$ cat src/rtl/block_splitter.sv
// block_splitter
//   Buffers 128-bit blocks in a small FIFO and emits each one as four 32-bit
//   words, most-significant word first.
//
//   Ports
//     clk_i     : clock, rising edge
//     rst_ni    : asynchronous active-low reset
//     clr_i     : synchronous clear of pointers, count and word index
//     enable_i  : low freezes all state and blocks both handshakes
//     valid_i / ready_o / block_i : upstream block handshake
//     valid_o / ready_i / word_o  : downstream word handshake
//     last_o    : current word is word 3 of its block
//     empty_o   : no block buffered
module block_splitter #(
   parameter int DEPTH = 2
) (
   input  logic         clk_i,
   input  logic         rst_ni,
   input  logic         clr_i,
   input  logic         enable_i,
   input  logic         valid_i,
   output logic         ready_o,
   input  logic [127:0] block_i,
   output logic         valid_o,
   input  logic         ready_i,
   output logic [31:0]  word_o,
   output logic         last_o,
   output logic         empty_o
);

   localparam int PW = (DEPTH > 1) ? $clog2(DEPTH) : 1;
   localparam int CW = $clog2(DEPTH + 1);
   // Storage is sized to the full pointer range so a DEPTH of 1 still has a
   // legally indexable array; the spare entry is never written.
   localparam int NE = 1 << PW;
   localparam logic [CW-1:0] FULL_C     = CW'(DEPTH);
   localparam logic [PW-1:0] LAST_PTR_C = PW'(DEPTH - 1);

   logic [127:0]  mem_q [NE];
   logic [PW-1:0] wr_ptr_q, wr_ptr_d;
   logic [PW-1:0] rd_ptr_q, rd_ptr_d;
   logic [CW-1:0] count_q, count_d;
   logic [1:0]    idx_q, idx_d;

   logic          push;
   logic          out_hs;
   logic          pop;
   logic [127:0]  head;

   function automatic logic [PW-1:0] ptr_inc(input logic [PW-1:0] p);
      return (p == LAST_PTR_C) ? '0 : p + 1'b1;
   endfunction

   // ready_o depends only on registered count and enable_i; a pop in the
   // same cycle does not open a slot until the next cycle.
   assign ready_o = enable_i && (count_q < FULL_C);
   assign valid_o = enable_i && (count_q != '0);
   assign empty_o = (count_q == '0);
   assign last_o  = valid_o && (idx_q == 2'd3);

   // Clear wins over an incoming block: nothing is written that cycle.
   assign push   = valid_i && ready_o && !clr_i;
   assign out_hs = valid_o && ready_i;
   assign pop    = out_hs && (idx_q == 2'd3);

   assign head = mem_q[rd_ptr_q];

   always_comb begin
      word_o = head[127:96];
      case (idx_q)
         2'd0: word_o = head[127:96];
         2'd1: word_o = head[95:64];
         2'd2: word_o = head[63:32];
         2'd3: word_o = head[31:0];
         default: word_o = head[127:96];
      endcase
   end

   always_comb begin
      wr_ptr_d = wr_ptr_q;
      rd_ptr_d = rd_ptr_q;
      count_d  = count_q;
      idx_d    = idx_q;
      if (clr_i) begin
         wr_ptr_d = '0;
         rd_ptr_d = '0;
         count_d  = '0;
         idx_d    = '0;
      end else begin
         if (push) wr_ptr_d = ptr_inc(wr_ptr_q);
         if (pop)  rd_ptr_d = ptr_inc(rd_ptr_q);
         // idx wraps 3 -> 0 naturally in two bits
         if (out_hs) idx_d = idx_q + 2'd1;
         case ({push, pop})
            2'b10:   count_d = count_q + 1'b1;
            2'b01:   count_d = count_q - 1'b1;
            default: count_d = count_q;
         endcase
      end
   end

   always_ff @(posedge clk_i or negedge rst_ni) begin
      if (!rst_ni) begin
         wr_ptr_q <= '0;
         rd_ptr_q <= '0;
         count_q  <= '0;
         idx_q    <= '0;
      end else begin
         wr_ptr_q <= wr_ptr_d;
         rd_ptr_q <= rd_ptr_d;
         count_q  <= count_d;
         idx_q    <= idx_d;
      end
   end

   always_ff @(posedge clk_i or negedge rst_ni) begin
      if (!rst_ni) begin
         for (int i = 0; i < NE; i++) mem_q[i] <= '0;
      end else if (push) begin
         mem_q[wr_ptr_q] <= block_i;
      end
   end

endmodule

$ cat config.mk
export PLATFORM = sky130hd
export DESIGN_NAME = block_splitter
export DESIGN_NICKNAME = d
export VERILOG_FILES = /design/src/rtl/block_splitter.sv
export SDC_FILE = /design/constraint.sdc
export NUM_CORES = 1
export LEC_CHECK = 0
export CORE_MARGIN = 8
export CORE_UTILIZATION = 45
export CTS_CLUSTER_SIZE = 16
export DETAILED_ROUTE_END_ITERATION = 6
export DONT_BUFFER_PORTS = 1
export PLACE_DENSITY = 0.62
export SYNTH_ARGS = -nofsm -noshare
export SYNTH_HDL_FRONTEND = slang
export SYNTH_SLANG_ARGS = --single-unit
$ cat constraint.sdc
create_clock -name clk_i -period 3.5 [get_ports clk_i]
set_input_delay 0.525 -clock clk_i [delete_from_list [all_inputs] [get_ports clk_i]]
set_output_delay 0.525 -clock clk_i [all_outputs]
set_load 0.02 [all_outputs]
==> out/results.ini, run 1 <==
[global_routing]
met2_usage=0.291
overflow=0
use_met1=0.209
grt_pass1_wl_um=44700
use_met3=0.0575
busiest_layer=met2
antenna_found_initial=0
track_usage=0.173
grt_start_max_net_pins=263
first_global_vias=7476

[worst_setup_path]
cp-end-kind=output port
worstPathCellList=inv_1 > ha_2 > buf_12 > a22oi_1 > a32o_1 > o21ai_0 > buf_4
crit_arrival_ps=2700
cp-start-kind=register
cpPeakStageDelay_ps=510
path_class=register to output port
cp_slowest_cell=ha_2
cp.required_ps=2970
cp_max_fo=35

[min_path]
hold_path_class=primary input to async pin

[sta]
period_share=0.922
rsz0062_at_grt=false
worst_hold_slack_ps=-305
period_minus_slack_ps=3230
fin_ws_ps=273
setup_viol=0
relSlewSlack=0.434
slew_violations=0
clock_skew_ps=22.9
tightestPinTransition_ps=849
finalSetupTns_ps=0
hold_viol=262
fmax_mhz=310

[yosys]
syn_inst=883
syn_nets=1021
synth.yosys.seq_area_share=0.538
synth_area_leaders=dfrtp_1 54%, mux2_2 17%, mux2_4 12%
synth-seq-cells=262
ys_types=31
yosys.area.top_type_share=0.538
synth_area_um2=12200
yosys.area.top_type=dfrtp_1
avgSynthCellArea_um2=13.8
synth_warnings=0

[placement]
pre_cts_ws_ps=770
dpl.hpwl_um=18800
port_buffers=0
routabilityCongestion=0.738
postPlaceCellArea_um2=12700

[die]
dieArea_um2=32600
die_x_um=181
placementRows=60
start_util=0.455
die_h_um=181
num_io_pins=170
core_area_um2=26800

[power]
powerDensity_nw_per_um2=670
p_leak_nw=6.05
max-vdd-ir-drop_v=0.000416

[detailed_routing]
viasPerCell=5.67
drt_iter0_drc=417
wl_per_cell_um=22.9
wl_um=28700
first_pass_iters=7
vias=7098
route.detailed.drc=0
antenna_left=0

[cts]
cts.htree.levels=1
ctsRootBufferMaster=clkbuf_16
clock_sinks=262
clk_latency_ps=550
cts_max_path_buffers=3
cts.clk_slew.worst_paths_ps=60
post_cts_resize_count=0
numCtsBuffers=29
cts_tree=done

[final_layout]
nets=1028
most-common-layout-cells=261 x dfrtp_1, 187 x mux2_2, 101 x mux2_4
post-route-util=0.508
syn2layout_area_growth_pct=11.8
drive_above_1_share=0.426
final_area_um2=13600
layout_commonest_cell=dfrtp_1
diodes=0

[flow_run]
cap_violations=0

[outcome]
status=finished with violations
violations=negative hold slack

-- synthesized netlist by cell type --
cell type and number:
a21o_1 1, a21oi_1 34, a22oi_1 64, a31oi_1 2, a32o_1 32, and2_1 1
and3_1 1, buf_1 8, buf_2 13, buf_4 1, buf_6 14, clkbuf_1 34
dfrtp_1 262, ha_1 4, inv_1 4, mux2_2 187, mux2_4 101, mux2i_1 1
nand2_1 66, nand2b_1 1, nand3_1 1, nand3b_1 3, nor2_1 5, nor2b_1 1
nor4_1 1, o211ai_1 1, o21ai_0 36, or3_1 1, or4b_4 1, xnor2_1 1
xor2_1 1
-- critical path: cells and delay by family (launching register included) --
family	cells	cell delay, ps
flops	1	400
fa+ha+maj	1	510
buf+inv	3	600
compound gates	3	630
-- flip-flops by register name (all words and copies together), names as in the netlist --
signal    cells
mem_q       256
count_q       2
idx_q         2
rd_ptr_q      1
wr_ptr_q      1
-- power by group --
part	switching, mW	total [mW]	internal, mW	leakage [nW]
Clock	1.19	3.00	1.80	0.477
Sequential	0.481	4.40	3.92	3.21
Combinational	0.590	1.73	1.14	2.36
-- area by class of cell --
cell class | count | area [um^2]
fill | 2308 | 13200
sequential | 262 | 6560
multi-input combinational | 547 | 5240
clock buffer | 40 | 837
timing repair buffer | 46 | 433
tap | 341 | 427
clock inverter | 11 | 109
inverter | 4 | 15.0
-- timing repair --
item | CTS | global route
endpoints found under the setup margin | 0 | 0
setup buffers | 0 | 0
hold endpoints to repair | 262 | 262
-- kinds of logic after synthesis --
kind of cell | Yosys count | share of synthesized area
AOI/OAI and AO/OA | 170 | 0.0967
muxes | 289 | 0.298
DFF | 262 | 0.538
xor gates and xnor gates | 2 | 0.00144
and+or+nand+nor | 82 | 0.0283
adders and majority gates | 4 | 0.00411
buffers and inverters | 74 | 0.0331
-- metal layers --
layer / part of all wire / up-vias
met4: 0.025 / 0
met3: 0.076 / 35
met2: 0.49 / 171
met1: 0.41 / 3643
li1: - / 3249
met5: 0 / -
-- metrics by stage --
step	instances	hold WS, ps	total power [mW]
global route	1251	-333	9.57
CTS	1251	-338	9.24
global placement	1200	242	6.14
floorplan	883	229	5.71
finish	1251	-305	9.12
detailed placement	1200	243	6.19
-- path summary, 6_finish.rpt --
path                                          endpoint  slack, ps              startpoint  cells after the start
max in group asynchronous         rd_ptr_q$_DFFE_PN0P_       3350                  rst_ni                      0
min in group clk_i                rd_ptr_q$_DFFE_PN0P_         30                   clr_i                      1
worst max-delay path                        word_o[31]        270    idx_q[0]$_DFFE_PN0P_                      7
worst max register to register   mem_q[73]$_DFFE_PN0P_       1270  count_q[1]$_DFFE_PN0P_                      3
worst min register to register  mem_q[109]$_DFFE_PN0P_        500  mem_q[109]$_DFFE_PN0P_                      1
worst min-delay path             mem_q[42]$_DFFE_PN0P_       -300                  rst_ni                      0
Power figures use the tool's default switching activity.
==> run 2: changes to the inputs <==
--- a/config.mk
+++ b/config.mk
@@ -5,12 +5,12 @@
 export SDC_FILE = /design/constraint.sdc
 export NUM_CORES = 1
 export LEC_CHECK = 0
+export CORE_ASPECT_RATIO = 0.8
 export CORE_MARGIN = 8
 export CORE_UTILIZATION = 45
 export CTS_CLUSTER_SIZE = 16
 export DETAILED_ROUTE_END_ITERATION = 6
-export DONT_BUFFER_PORTS = 1
-export PLACE_DENSITY = 0.62
+export PLACE_DENSITY = 0.7
 export SYNTH_ARGS = -nofsm -noshare
 export SYNTH_HDL_FRONTEND = slang
 export SYNTH_SLANG_ARGS = --single-unit
==> run 2 against run 1 <==
  * The flow now finishes without violations
  * Flip-flop and latch count unchanged
  * Setup slack lost 170 ps
  * Combinational power is 20% higher
  * Maximum frequency decreased by 5.1%
  * First-iteration DRC count is 1.7% higher
  * Register-to-register slack better by 40 ps
  * Via count up 9.0%
  * Power increased by 3.3%
  * Clock power is 2% lower
  * Critical endpoint is now word_o[20]
  * Largest cell class unchanged
==> out/results.ini, run 2 (synthesis gave the netlist of run 1 again) <==
[power]
netSwitchingFraction=0.255  ; +0.00698
p_clk_frac=0.313  ; -0.015
pwr-share-comb=0.220  ; +0.030
p_seq_frac=0.467  ; -0.015
power.internal_mw=7.02  ; +2.3%
p_leak_nw=6.68  ; +10%
powerDensity_nw_per_um2=620  ; -7.5%
power.switching_mw=2.40  ; +6.2%
max-vdd-ir-drop_v=0.000430  ; +3.3%

[die]
num_io_pins=170  ; unchanged
placementRows=54  ; -10%
core_area_um2=27000  ; +0.59%
die_x_um=200  ; +11%
start_util=0.452  ; -0.00266
die_h_um=163  ; -9.6%
dieArea_um2=32600  ; +0.10%

[global_routing]
grt_start_max_net_pins=102  ; -61%
track_usage=0.185  ; +0.0127
grt_pass1_wl_um=47600  ; +6.5%
antenna_found_initial=5  ; +5
first_global_vias=8144  ; +8.9%
overflow=0  ; unchanged

[worst_setup_path]
worstPathCellList=ha_2 > buf_4 > nand2_1 > a32o_1 > o21ai_0 > clkdlybuf4s50_1
cp_slowest_cell=clkdlybuf4s50_1
cp.required_ps=2970  ; about the same
cpPeakStageDelay_ps=650  ; +140 ps
cp-end-kind=output port
crit_arrival_ps=2880  ; +180 ps
r2r_end=mem_q[3]$_DFFE_PN0P_
path_class=register to output port
cp_max_fo=30  ; -14%
reg2reg_depth=3  ; unchanged
cp-start-kind=register
rr_startpoint=count_q[1]$_DFFE_PN0P_
r2r_slack_ps=1310  ; +40 ps

[flow_run]
cap_violations=0  ; unchanged

[cts]
cts.clk_slew.worst_paths_ps=60  ; about the same
cts.htree.levels=1  ; unchanged
ctsRootBufferMaster=clkbuf_16
cts_hold_buf=0
clk_latency_ps=530  ; -20 ps
cts_max_path_buffers=3  ; unchanged
clock_sinks=262  ; unchanged
cts_tree=done
numCtsBuffers=27  ; -6.9%

[outcome]
status=completed

[sta]
rsz0062_at_grt=true
tightestPinTransition_ps=1130  ; +279 ps
period_minus_slack_ps=3400  ; +173 ps
fmax_mhz=294  ; -5.1%
relSlewSlack=0.248  ; -0.186
period_share=0.972  ; +0.0496
slew_violations=0  ; unchanged
hold_viol=0  ; -100%
setup_viol=0  ; unchanged
worst_hold_slack_ps=53.9  ; +359 ps
clock_skew_ps=11.4  ; -11.5 ps

[detailed_routing]
first_pass_iters=4  ; -3
route.detailed.drc=0  ; unchanged
drt_iter0_drc=424  ; +1.7%
vias=7735  ; +9.0%
wl_um=30800  ; +7.4%
antenna_left=0  ; unchanged
viasPerCell=5.46  ; -3.7%
wl_per_cell_um=21.7  ; -5.1%

[placement]
port_buffers=169  ; +169
routabilityCongestion=0.814  ; +10%
dpl.hpwl_um=20300  ; +8.1%

[final_layout]
layout_commonest_cell=dfrtp_1
syn2layout_area_growth_pct=24.8
drive_above_1_share=0.345  ; -0.0813
post-route-util=0.564  ; +0.0559
largest_register_ffs=256  ; unchanged
nets=1173  ; +14%
most-common-layout-cells=261 x dfrtp_1, 187 x mux2_2, 157 x clkdlybuf4s50_1
diodes=0  ; unchanged
top_regs=mem_q: 256 flops, count_q: 2 flops, idx_q: 2 flops
regMostFlops=mem_q

[min_path]
hold_path_class=primary input to async pin

-- run 2: power groups by stage --
stage          logic, mW  registers [mW]  clock network [mW]
2_1_floorplan       1.44            4.28                   0
3_3_place_gp        2.04            4.42                   0
3_5_place_dp        2.10            4.43                   0
4_1_cts             2.10            4.40                3.01
5_1_grt             2.23            4.51                3.14
6_report            2.07            4.40                2.95
-- run 2: layout make-up --
cell class	instances	area, um^2
Clock buffer	37	783
Sequential cell	262	6560
Clock inverter	9	124
Tap cell	364	455
Timing Repair Buffer	193	2020
Multi-Input combinational cell	547	5250
Inverter	4	15.0
Fill cell	2178	11800
-- run 2: how the worst max path moves through the flow --
stage	from	endpoint	depth (start not counted)
6_report	idx_q[1]$_DFFE_PN0P_	word_o[20]	6
4_1_cts	idx_q[0]$_DFFE_PN0P_	word_o[9]	7
2_1_floorplan	idx_q[0]$_DFFE_PN0P_	word_o[10]	7
5_1_grt	idx_q[1]$_DFFE_PN0P_	word_o[25]	6
3_3_place_gp	idx_q[0]$_DFFE_PN0P_	word_o[28]	7
3_5_place_dp	idx_q[0]$_DFFE_PN0P_	word_o[28]	7
-- run 2: critical path: cells and delay by family (launching register included) --
kind / cells / cell delay [ps]
flip-flops: 1 / 440
adder cells (fa/ha/maj): 1 / 220
buffers and inverters: 2 / 990
AND/OR/NAND/NOR: 1 / 160
AO/OA/AOI/OAI: 2 / 530
-- run 2: repair_timing --
action	4_1_cts	5_1_grt
cloned	0	1
pin swaps	0	1
gates resized for setup	5	7
endpoints found under the setup margin	20	19
buffers inserted	0	3
-- run 2: per-layer routing --
metal	part of all wire	vias to the layer above	track usage
li1	-	3539	-
met1	0.45	3962	0.249
met2	0.47	176	0.304
met3	0.056	48	0.0437
met4	0.019	10	0.0351
met5	0.0020	-	0
-- run 2: through the flow --
step                      cell area (um^2)  setup slack, ps  power (mW)  setup TNS [ps]  instances
after global placement               14200              414        6.46               0       1366
final                                15200             99.4        9.42               0       1416
after CTS                            15100            0.502        9.51               0       1412
after floorplan                      12200              956        5.71               0        883
after global routing                 15200            -11.2        9.88           -31.0       1416
after detailed placement             14200              414        6.53               0       1366
